$ cat src/rtl/perceptron_mac_if.sv
// perceptron_mac_if
//   Handshake bundle for the perceptron classifier.
//   Weight-load channel : wld_valid/wld_ready, wld_class, wld_feat, wld_shift, wld_sign
//   Feature input       : in_valid/in_ready, in_feat (feature i at [i*FEAT_W +: FEAT_W])
//   Result output       : out_valid/out_ready, out_class, out_score (signed)
//   master = producer of weights/features and consumer of results; slave = the classifier.
interface perceptron_mac_if #(
  parameter int FEAT_W  = 4,
  parameter int N_FEAT  = 7,
  parameter int FIDX_W  = 3,
  parameter int CLS_W   = 4,
  parameter int SHIFT_W = 3,
  parameter int ACC_W   = 16
);
  logic                       wld_valid;
  logic                       wld_ready;
  logic [CLS_W-1:0]           wld_class;
  logic [FIDX_W-1:0]          wld_feat;
  logic [SHIFT_W-1:0]         wld_shift;
  logic                       wld_sign;
  logic                       in_valid;
  logic                       in_ready;
  logic [N_FEAT*FEAT_W-1:0]   in_feat;
  logic                       out_valid;
  logic                       out_ready;
  logic [CLS_W-1:0]           out_class;
  logic [ACC_W-1:0]           out_score;

  modport master (
    output wld_valid, wld_class, wld_feat, wld_shift, wld_sign,
    output in_valid, in_feat, out_ready,
    input  wld_ready, in_ready, out_valid, out_class, out_score
  );

  modport slave (
    input  wld_valid, wld_class, wld_feat, wld_shift, wld_sign,
    input  in_valid, in_feat, out_ready,
    output wld_ready, in_ready, out_valid, out_class, out_score
  );
endinterface

$ cat src/rtl/perceptron_mac.sv
// perceptron_mac
//   Sequential multi-class perceptron. One feature vector is scored against N_CLASS rows of
//   shift-only weights (+/-2^k) by a single shift/add datapath stepping class x feature, one
//   term per cycle. The strictly greatest score wins, so ties go to the lowest class index.
// Ports
//   clk  : clock, all state on rising edge
//   rst  : synchronous active-high reset (also clears the weight regfile)
//   bus  : perceptron_mac_if.slave -- weight-load, feature-input and result handshakes
module perceptron_mac #(
  parameter int FEAT_W  = 4,
  parameter int N_FEAT  = 7,
  parameter int FIDX_W  = 3,
  parameter int N_CLASS = 10,
  parameter int CLS_W   = 4,
  parameter int SHIFT_W = 3,
  parameter int ACC_W   = 16
) (
  input  logic              clk,
  input  logic              rst,
  perceptron_mac_if.slave   bus
);
  typedef enum logic [1:0] {
    IDLE = 2'd0,
    CALC = 2'd1,
    DONE = 2'd2
  } state_t;

  localparam logic signed [ACC_W-1:0] SCORE_MIN = {1'b1, {(ACC_W-1){1'b0}}};

  state_t                    state_r;
  logic [SHIFT_W-1:0]        wshift_r [N_CLASS][N_FEAT];
  logic                      wsign_r  [N_CLASS][N_FEAT];
  logic [N_FEAT*FEAT_W-1:0]  feat_r;
  logic [CLS_W-1:0]          cls_r;
  logic [CLS_W-1:0]          best_cls_r;
  logic [CLS_W-1:0]          out_class_r;
  logic [FIDX_W-1:0]         fi_r;
  logic signed [ACC_W-1:0]   acc_r;
  logic signed [ACC_W-1:0]   best_r;
  logic signed [ACC_W-1:0]   out_score_r;
  logic                      in_ready_r;
  logic                      wld_ready_r;
  logic                      out_valid_r;

  logic [FEAT_W-1:0]         fval_s;
  logic [SHIFT_W-1:0]        sh_s;
  logic                      sg_s;
  logic signed [ACC_W-1:0]   mag_s;
  logic signed [ACC_W-1:0]   term_s;
  logic signed [ACC_W-1:0]   acc_n_s;
  logic                      win_s;
  logic                      wr_en_s;

  assign bus.wld_ready = wld_ready_r;
  assign bus.in_ready  = in_ready_r;
  assign bus.out_valid = out_valid_r;
  assign bus.out_class = out_class_r;
  assign bus.out_score = out_score_r;

  // Shared datapath: one signed shift term per cycle plus the running-sum compare
  always_comb begin
    fval_s  = feat_r[fi_r*FEAT_W +: FEAT_W];
    sh_s    = wshift_r[cls_r][fi_r];
    sg_s    = wsign_r[cls_r][fi_r];
    mag_s   = ACC_W'(fval_s) << sh_s;
    if (sg_s) begin
      term_s = -mag_s;
    end else begin
      term_s = mag_s;
    end
    acc_n_s = acc_r + term_s;
    win_s   = (acc_n_s > best_r);
    // Out-of-range rows/columns are silently dropped
    wr_en_s = bus.wld_valid & wld_ready_r
            & (32'(bus.wld_class) < 32'(N_CLASS))
            & (32'(bus.wld_feat) < 32'(N_FEAT));
  end

  // Weight regfile: cleared to +1 on reset, written only while idle
  always_ff @(posedge clk) begin
    if (rst) begin
      for (int c = 0; c < N_CLASS; c++) begin
        for (int f = 0; f < N_FEAT; f++) begin
          wshift_r[c][f] <= {SHIFT_W{1'b0}};
          wsign_r[c][f]  <= 1'b0;
        end
      end
    end else if (wr_en_s) begin
      wshift_r[bus.wld_class][bus.wld_feat] <= bus.wld_shift;
      wsign_r[bus.wld_class][bus.wld_feat]  <= bus.wld_sign;
    end
  end

  // Control FSM with registered handshake outputs and result registers
  always_ff @(posedge clk) begin
    if (rst) begin
      state_r     <= IDLE;
      in_ready_r  <= 1'b1;
      wld_ready_r <= 1'b1;
      out_valid_r <= 1'b0;
      out_class_r <= {CLS_W{1'b0}};
      out_score_r <= {ACC_W{1'b0}};
      feat_r      <= {(N_FEAT*FEAT_W){1'b0}};
      cls_r       <= {CLS_W{1'b0}};
      fi_r        <= {FIDX_W{1'b0}};
      acc_r       <= {ACC_W{1'b0}};
      best_r      <= {ACC_W{1'b0}};
      best_cls_r  <= {CLS_W{1'b0}};
    end else begin
      case (state_r)
        IDLE: begin
          if (bus.in_valid) begin
            feat_r      <= bus.in_feat;
            cls_r       <= {CLS_W{1'b0}};
            fi_r        <= {FIDX_W{1'b0}};
            acc_r       <= {ACC_W{1'b0}};
            best_r      <= SCORE_MIN;
            best_cls_r  <= {CLS_W{1'b0}};
            in_ready_r  <= 1'b0;
            wld_ready_r <= 1'b0;
            state_r     <= CALC;
          end
        end
        CALC: begin
          if (fi_r == FIDX_W'(N_FEAT-1)) begin
            acc_r <= {ACC_W{1'b0}};
            fi_r  <= {FIDX_W{1'b0}};
            if (win_s) begin
              best_r     <= acc_n_s;
              best_cls_r <= cls_r;
            end
            if (cls_r == CLS_W'(N_CLASS-1)) begin
              // Publish the final winner directly, including this last row's update
              out_class_r <= win_s ? cls_r : best_cls_r;
              out_score_r <= win_s ? acc_n_s : best_r;
              out_valid_r <= 1'b1;
              state_r     <= DONE;
            end else begin
              cls_r <= cls_r + CLS_W'(1);
            end
          end else begin
            acc_r <= acc_n_s;
            fi_r  <= fi_r + FIDX_W'(1);
          end
        end
        DONE: begin
          if (bus.out_ready) begin
            out_valid_r <= 1'b0;
            in_ready_r  <= 1'b1;
            wld_ready_r <= 1'b1;
            state_r     <= IDLE;
          end
        end
        default: begin
          out_valid_r <= 1'b0;
          in_ready_r  <= 1'b1;
          wld_ready_r <= 1'b1;
          state_r     <= IDLE;
        end
      endcase
    end
  end
endmodule

$ cat src/flat_wrapper.sv
// flat-port wrapper written by rule: the top's interface ports become plain ports
module perceptron_mac_flat 
#(
  parameter int FEAT_W  = 4,
  parameter int N_FEAT  = 7,
  parameter int FIDX_W  = 3,
  parameter int N_CLASS = 10,
  parameter int CLS_W   = 4,
  parameter int SHIFT_W = 3,
  parameter int ACC_W   = 16
)
  (clk, rst, bus_wld_valid, bus_wld_class, bus_wld_feat, bus_wld_shift, bus_wld_sign, bus_in_valid, bus_in_feat, bus_out_ready, bus_wld_ready, bus_in_ready, bus_out_valid, bus_out_class, bus_out_score);
  perceptron_mac_if #(.FEAT_W(FEAT_W), .N_FEAT(N_FEAT), .FIDX_W(FIDX_W), .CLS_W(CLS_W), .SHIFT_W(SHIFT_W), .ACC_W(ACC_W)) bus_i ();
  input  logic clk;
  input  logic rst;
  input wire logic [$bits(bus_i.wld_valid)-1:0] bus_wld_valid;
  input wire logic [$bits(bus_i.wld_class)-1:0] bus_wld_class;
  input wire logic [$bits(bus_i.wld_feat)-1:0] bus_wld_feat;
  input wire logic [$bits(bus_i.wld_shift)-1:0] bus_wld_shift;
  input wire logic [$bits(bus_i.wld_sign)-1:0] bus_wld_sign;
  input wire logic [$bits(bus_i.in_valid)-1:0] bus_in_valid;
  input wire logic [$bits(bus_i.in_feat)-1:0] bus_in_feat;
  input wire logic [$bits(bus_i.out_ready)-1:0] bus_out_ready;
  output wire logic [$bits(bus_i.wld_ready)-1:0] bus_wld_ready;
  output wire logic [$bits(bus_i.in_ready)-1:0] bus_in_ready;
  output wire logic [$bits(bus_i.out_valid)-1:0] bus_out_valid;
  output wire logic [$bits(bus_i.out_class)-1:0] bus_out_class;
  output wire logic [$bits(bus_i.out_score)-1:0] bus_out_score;
  assign bus_i.wld_valid = bus_wld_valid;
  assign bus_i.wld_class = bus_wld_class;
  assign bus_i.wld_feat = bus_wld_feat;
  assign bus_i.wld_shift = bus_wld_shift;
  assign bus_i.wld_sign = bus_wld_sign;
  assign bus_i.in_valid = bus_in_valid;
  assign bus_i.in_feat = bus_in_feat;
  assign bus_i.out_ready = bus_out_ready;
  assign bus_wld_ready = bus_i.wld_ready;
  assign bus_in_ready = bus_i.in_ready;
  assign bus_out_valid = bus_i.out_valid;
  assign bus_out_class = bus_i.out_class;
  assign bus_out_score = bus_i.out_score;
  perceptron_mac #(.FEAT_W(FEAT_W), .N_FEAT(N_FEAT), .FIDX_W(FIDX_W), .N_CLASS(N_CLASS), .CLS_W(CLS_W), .SHIFT_W(SHIFT_W), .ACC_W(ACC_W)) u_core (.clk(clk), .rst(rst), .bus(bus_i));
endmodule
$ cat config.mk
export PLATFORM = sky130hd
export DESIGN_NAME = perceptron_mac_flat
export DESIGN_NICKNAME = d
export VERILOG_FILES = /design/src/rtl/perceptron_mac_if.sv /design/src/rtl/perceptron_mac.sv /design/src/flat_wrapper.sv
export SDC_FILE = /design/constraint.sdc
export NUM_CORES = 1
export LEC_CHECK = 0
export CAP_MARGIN = 30
export CORE_MARGIN = 2
export CORE_UTILIZATION = 45
export DETAILED_ROUTE_END_ITERATION = 8
export PLACE_DENSITY = 0.73
export SYNTH_ARGS = -nofsm -noshare
export SYNTH_HDL_FRONTEND = slang
export SYNTH_SLANG_ARGS = --single-unit
$ cat constraint.sdc
create_clock -name clk -period 17.3 [get_ports clk]
set_input_delay 3.46 -clock clk [delete_from_list [all_inputs] [get_ports clk]]
set_output_delay 3.46 -clock clk [all_outputs]
set_load 0.01 [all_outputs]
==> results.py <==
metrics = {
    "die": {
        "dieArea_um2": 57700,
        "core-area_um2": 55100,
        "start_util_pct": 45.5,
        "die_w_um": 240,
        "pin_count": 67,
        "die_h_um": 240,
        "std_cell_rows": 86,
    },
    "clock_tree": {
        "tritoncts": "yes",
        "cts_hold_buf": 0,
        "root_buffer": "clkbuf_16",
        "numCtsBuffers": 56,
        "cts_resized": 0,
        "clock_latency_ns": 0.65,
        "clk_pin_slew_ns": 0.06,
        "htree_levels": 2,
        "clock_sinks": 547,
        "cts_setup_buffers": 0,
        "max-clock-path-buffers": 3,
    },
    "synthesis": {
        "yosys.area_share.simple_pct": 12.6,
        "synthAdderAreaFrac_pct": 1.97,
        "synth-compound-area-share_pct": 7.07,
        "yosysWarningCount": 0,
        "syn_inst": 1953,
        "synth_top_family_by_area": "multiplexers",
        "syn_avg_cell_area_um2": 12.8,
        "synth_xor_area_share_pct": 0.868,
        "yosys.cell_types.count": 86,
        "synth_edf_count": 448,
        "syn_area_um2": 25100,
        "ys_ff_latch": 547,
        "yosysSeqAreaShare_pct": 61.5,
        "synthMuxAreaShare_pct": 12.9,
        "ys.flop_type": "edfxtp_1",
        "ys_async_sr_fraction_pct": 0,
    },
    "worst_setup_path": {
        "cp-end-kind": "flip-flop",
        "cpMaxStageDelayCell": "buf_4",
        "crit_path_max_fanout": 44,
        "critical_path.max_stage_delay_ns": 0.78,
        "reg2reg_depth": 32,
        "ff2ff_setup_slack_ns": 7.87,
        "critical_path_class": "reg -> reg",
        "r2r_end": "u_core.best_r[9]",
        "crit_arrival_ns": 9.99,
        "required_ns": 17.86,
        "crit_path_start_kind": "flip-flop",
    },
    "sta": {
        "timing.setup.tns_ns": 0,
        "finalCritPeriodShare_pct": 54.5,
        "fmax_mhz": 106,
        "hold_viol_final": 0,
        "rsz0062_at_grt": "false",
        "whs_ns": 0.453,
        "fin_crit_ns": 9.43,
        "drv_slew": 0,
        "clock_skew_ns": 0.0233,
        "worst_slew_pin_slew_ns": 0.976,
        "setup_viol": 0,
        "setup_ws_ns": 7.87,
        "relSlewSlack_pct": 34.6,
    },
    "routing": {
        "final_antenna_net_count": 0,
        "vias_per_cell": 5.67,
        "routed_wirelength_um": 65600,
        "drc_errors": 0,
        "post_drt_wl_per_cell_um": 22.3,
        "drt_iter0_drc": 2095,
        "num_vias": 16699,
        "drt_first_pass_iters": 7,
    },
    "hold_path": {
        "hold-path-endpoint": "u_core.bus.out_valid",
        "min-delay-start": "u_core.bus.out_valid",
        "hp-class": "reg -> reg",
        "holdPathStages": 2,
    },
    "global_routing": {
        "grt_pass1_wl_um": 97900,
        "antenna_found_initial": 1,
        "grt_max_degree": 82,
        "gr-total-overflow": 0,
        "grt_usage_pct": 23.0,
        "grt_pass1_vias": 16263,
    },
    "placed_design": {
        "pre_cts_ws_ns": 7.96,
        "io_buffers": 66,
        "dp_cells": 2844,
        "place_hpwl_um": 45000,
        "place_congestion": 0.947,
    },
    "finish": {
        "area_growth_pct": 14.5,
        "drive_gt1_share_pct": 12.6,
        "fin_util_pct": 52.1,
        "instances_no_fill": 2947,
        "multiInputGateArea_um2": 9560,
        "fill_cells": 4687,
        "insertedDiodeCount": 0,
        "seq_area_um2": 15400,
        "fin_nets": 2238,
    },
    "power_and_ir_drop": {
        "p_per_area_nw_per_um2": 103,
        "power_leakage_nw": 9.97,
        "ir_worst_vdd_v": 0.0000776,
    },
    "run": {
        "maxCapViolCount": 0,
    },
    "outcome": {
        "outcome": "complete, no violations",
    },
}
==> cells in the mapped netlist, types with 4 or more instances <==
library cell | count | area [µm²]
mux2_2 | 10 | 113
nand4_1 | 6 | 37.5
o21ai_0 | 28 | 140
nor2_1 | 354 | 1330
buf_6 | 4 | 45.0
edfxtp_1 | 448 | 13500
nand2b_1 | 15 | 93.8
o21ai_1 | 5 | 25.0
clkbuf_1 | 81 | 304
xnor2_1 | 8 | 70.1
o22ai_1 | 9 | 56.3
a221oi_1 | 4 | 35.0
a211oi_1 | 24 | 180
a21o_1 | 12 | 90.1
buf_4 | 13 | 97.6
nand2_1 | 269 | 1010
or2_2 | 6 | 37.5
nor4_1 | 5 | 31.3
mux2i_1 | 61 | 611
a31oi_1 | 9 | 56.3
nor2b_1 | 20 | 125
a22o_1 | 18 | 158
o31ai_1 | 4 | 30.0
ha_1 | 38 | 475
xor2_1 | 15 | 131
nand3b_1 | 7 | 52.6
mux4_2 | 111 | 2500
a22oi_1 | 23 | 173
nand3_1 | 19 | 95.1
buf_2 | 15 | 75.1
o21a_1 | 9 | 67.6
dfxtp_1 | 99 | 1980
a21oi_1 | 55 | 275
buf_1 | 9 | 33.8
and3_1 | 6 | 37.5
nor3_1 | 22 | 110
a41oi_1 | 6 | 52.6
inv_1 | 34 | 128
==> cells by family after synthesis <==
logic type / Yosys count
buf+inv: 162
mux: 183
fa+ha+maj: 39
simple gates: 752
xor+xnor: 24
compound gates: 245
other cells: 1
flops: 547
==> metal layers <==
layer / vias up / GRT usage [%] / wire, µm
met5: - / 0 / 13
met4: 2 / 8.85 / 2330
met3: 130 / 5.34 / 6700
met2: 886 / 38.0 / 31900
met1: 8240 / 29.4 / 24600
li1: 7441 / - / -
==> how the worst max path moves through the flow <==
stage                                 to
floorplan           u_core.best_cls_r[3]
detailed placement     u_core.best_r[10]
global placement        u_core.best_r[0]
CTS                     u_core.best_r[9]
finish                  u_core.best_r[9]
global route        u_core.best_cls_r[1]
==> critical path, delay by kind of cell (launching register included) <==
kind / cells / cell delay (ns)
AOI/OAI and AO/OA: 12 / 2.62
xor gates and xnor gates: 2 / 0.38
muxes: 3 / 1.39
buffers and inverters: 3 / 1.27
adders and majority gates: 3 / 0.91
DFF: 1 / 0.75
and+or+nand+nor: 9 / 2.02
==> per-stage QoR <==
stage,instance area (µm²),power [W]
after floorplan,25700,0.00172
after global placement,27000,0.00181
after detailed placement,27000,0.00182
after CTS,28700,0.00296
after global routing,28700,0.00305
final,28700,0.00295
==> layout by cell type (no fill, tap or decap), types with 6 or more instances in the layout <==
cell type and count:
edfxtp_1 448, nor2_1 353, nand2_1 269, conb_1 168, mux4_2 111, dfxtp_1 96
clkdlybuf4s50_1 63, mux2i_1 61, clkbuf_16 56, a21oi_1 55, ha_1 38, inv_1 34
buf_4 34, o21ai_0 28, a211oi_1 24, a22oi_1 23, nor2b_1 20, nand3_1 19
nor3_1 19, a22o_1 18, xor2_1 15, nand2b_1 15, clkinv_1 14, a21o_1 12
mux2_2 10, clkinv_2 10, o22ai_1 9, o21a_1 9, a31oi_1 9, clkbuf_1 9
xnor2_1 8, nand3b_1 7, or2_2 6, nand4_1 6, and3_1 6, a41oi_1 6
==> layout make-up <==
class	instances	area share, %
flip-flops and latches	547	53.8
multi-input cells	1411	33.3
clock buffers	65	5.00
well taps	748	3.26
repair buffers	103	3.23
clock inverters	37	1.02
inverters	36	0.470
==> registers in the layout, summed over array words and instances, names as in the netlist, named ones only <==
signal and count:
u_core.cls_r 4, u_core.wshift_r 336, u_core.bus.out_valid 1, u_core.best_r 16
u_core.acc_r 16, u_core.best_cls_r 4, u_core.fi_r 3, u_core.state_r 2
u_core.bus.out_class 4, u_core.bus.in_ready 1, u_core.feat_r 28, u_core.bus.out_score 16
u_core.wsign_r 112
==> report_power, final <==
part           leakage (nW)  total, W  internal [W]  switching [W]
Clock                 0.838   0.00115      0.000639       0.000513
Combinational          3.77  0.000295      0.000110       0.000185
Sequential             5.37   0.00151       0.00148      0.0000211
(Power assumes the default switching activity.)
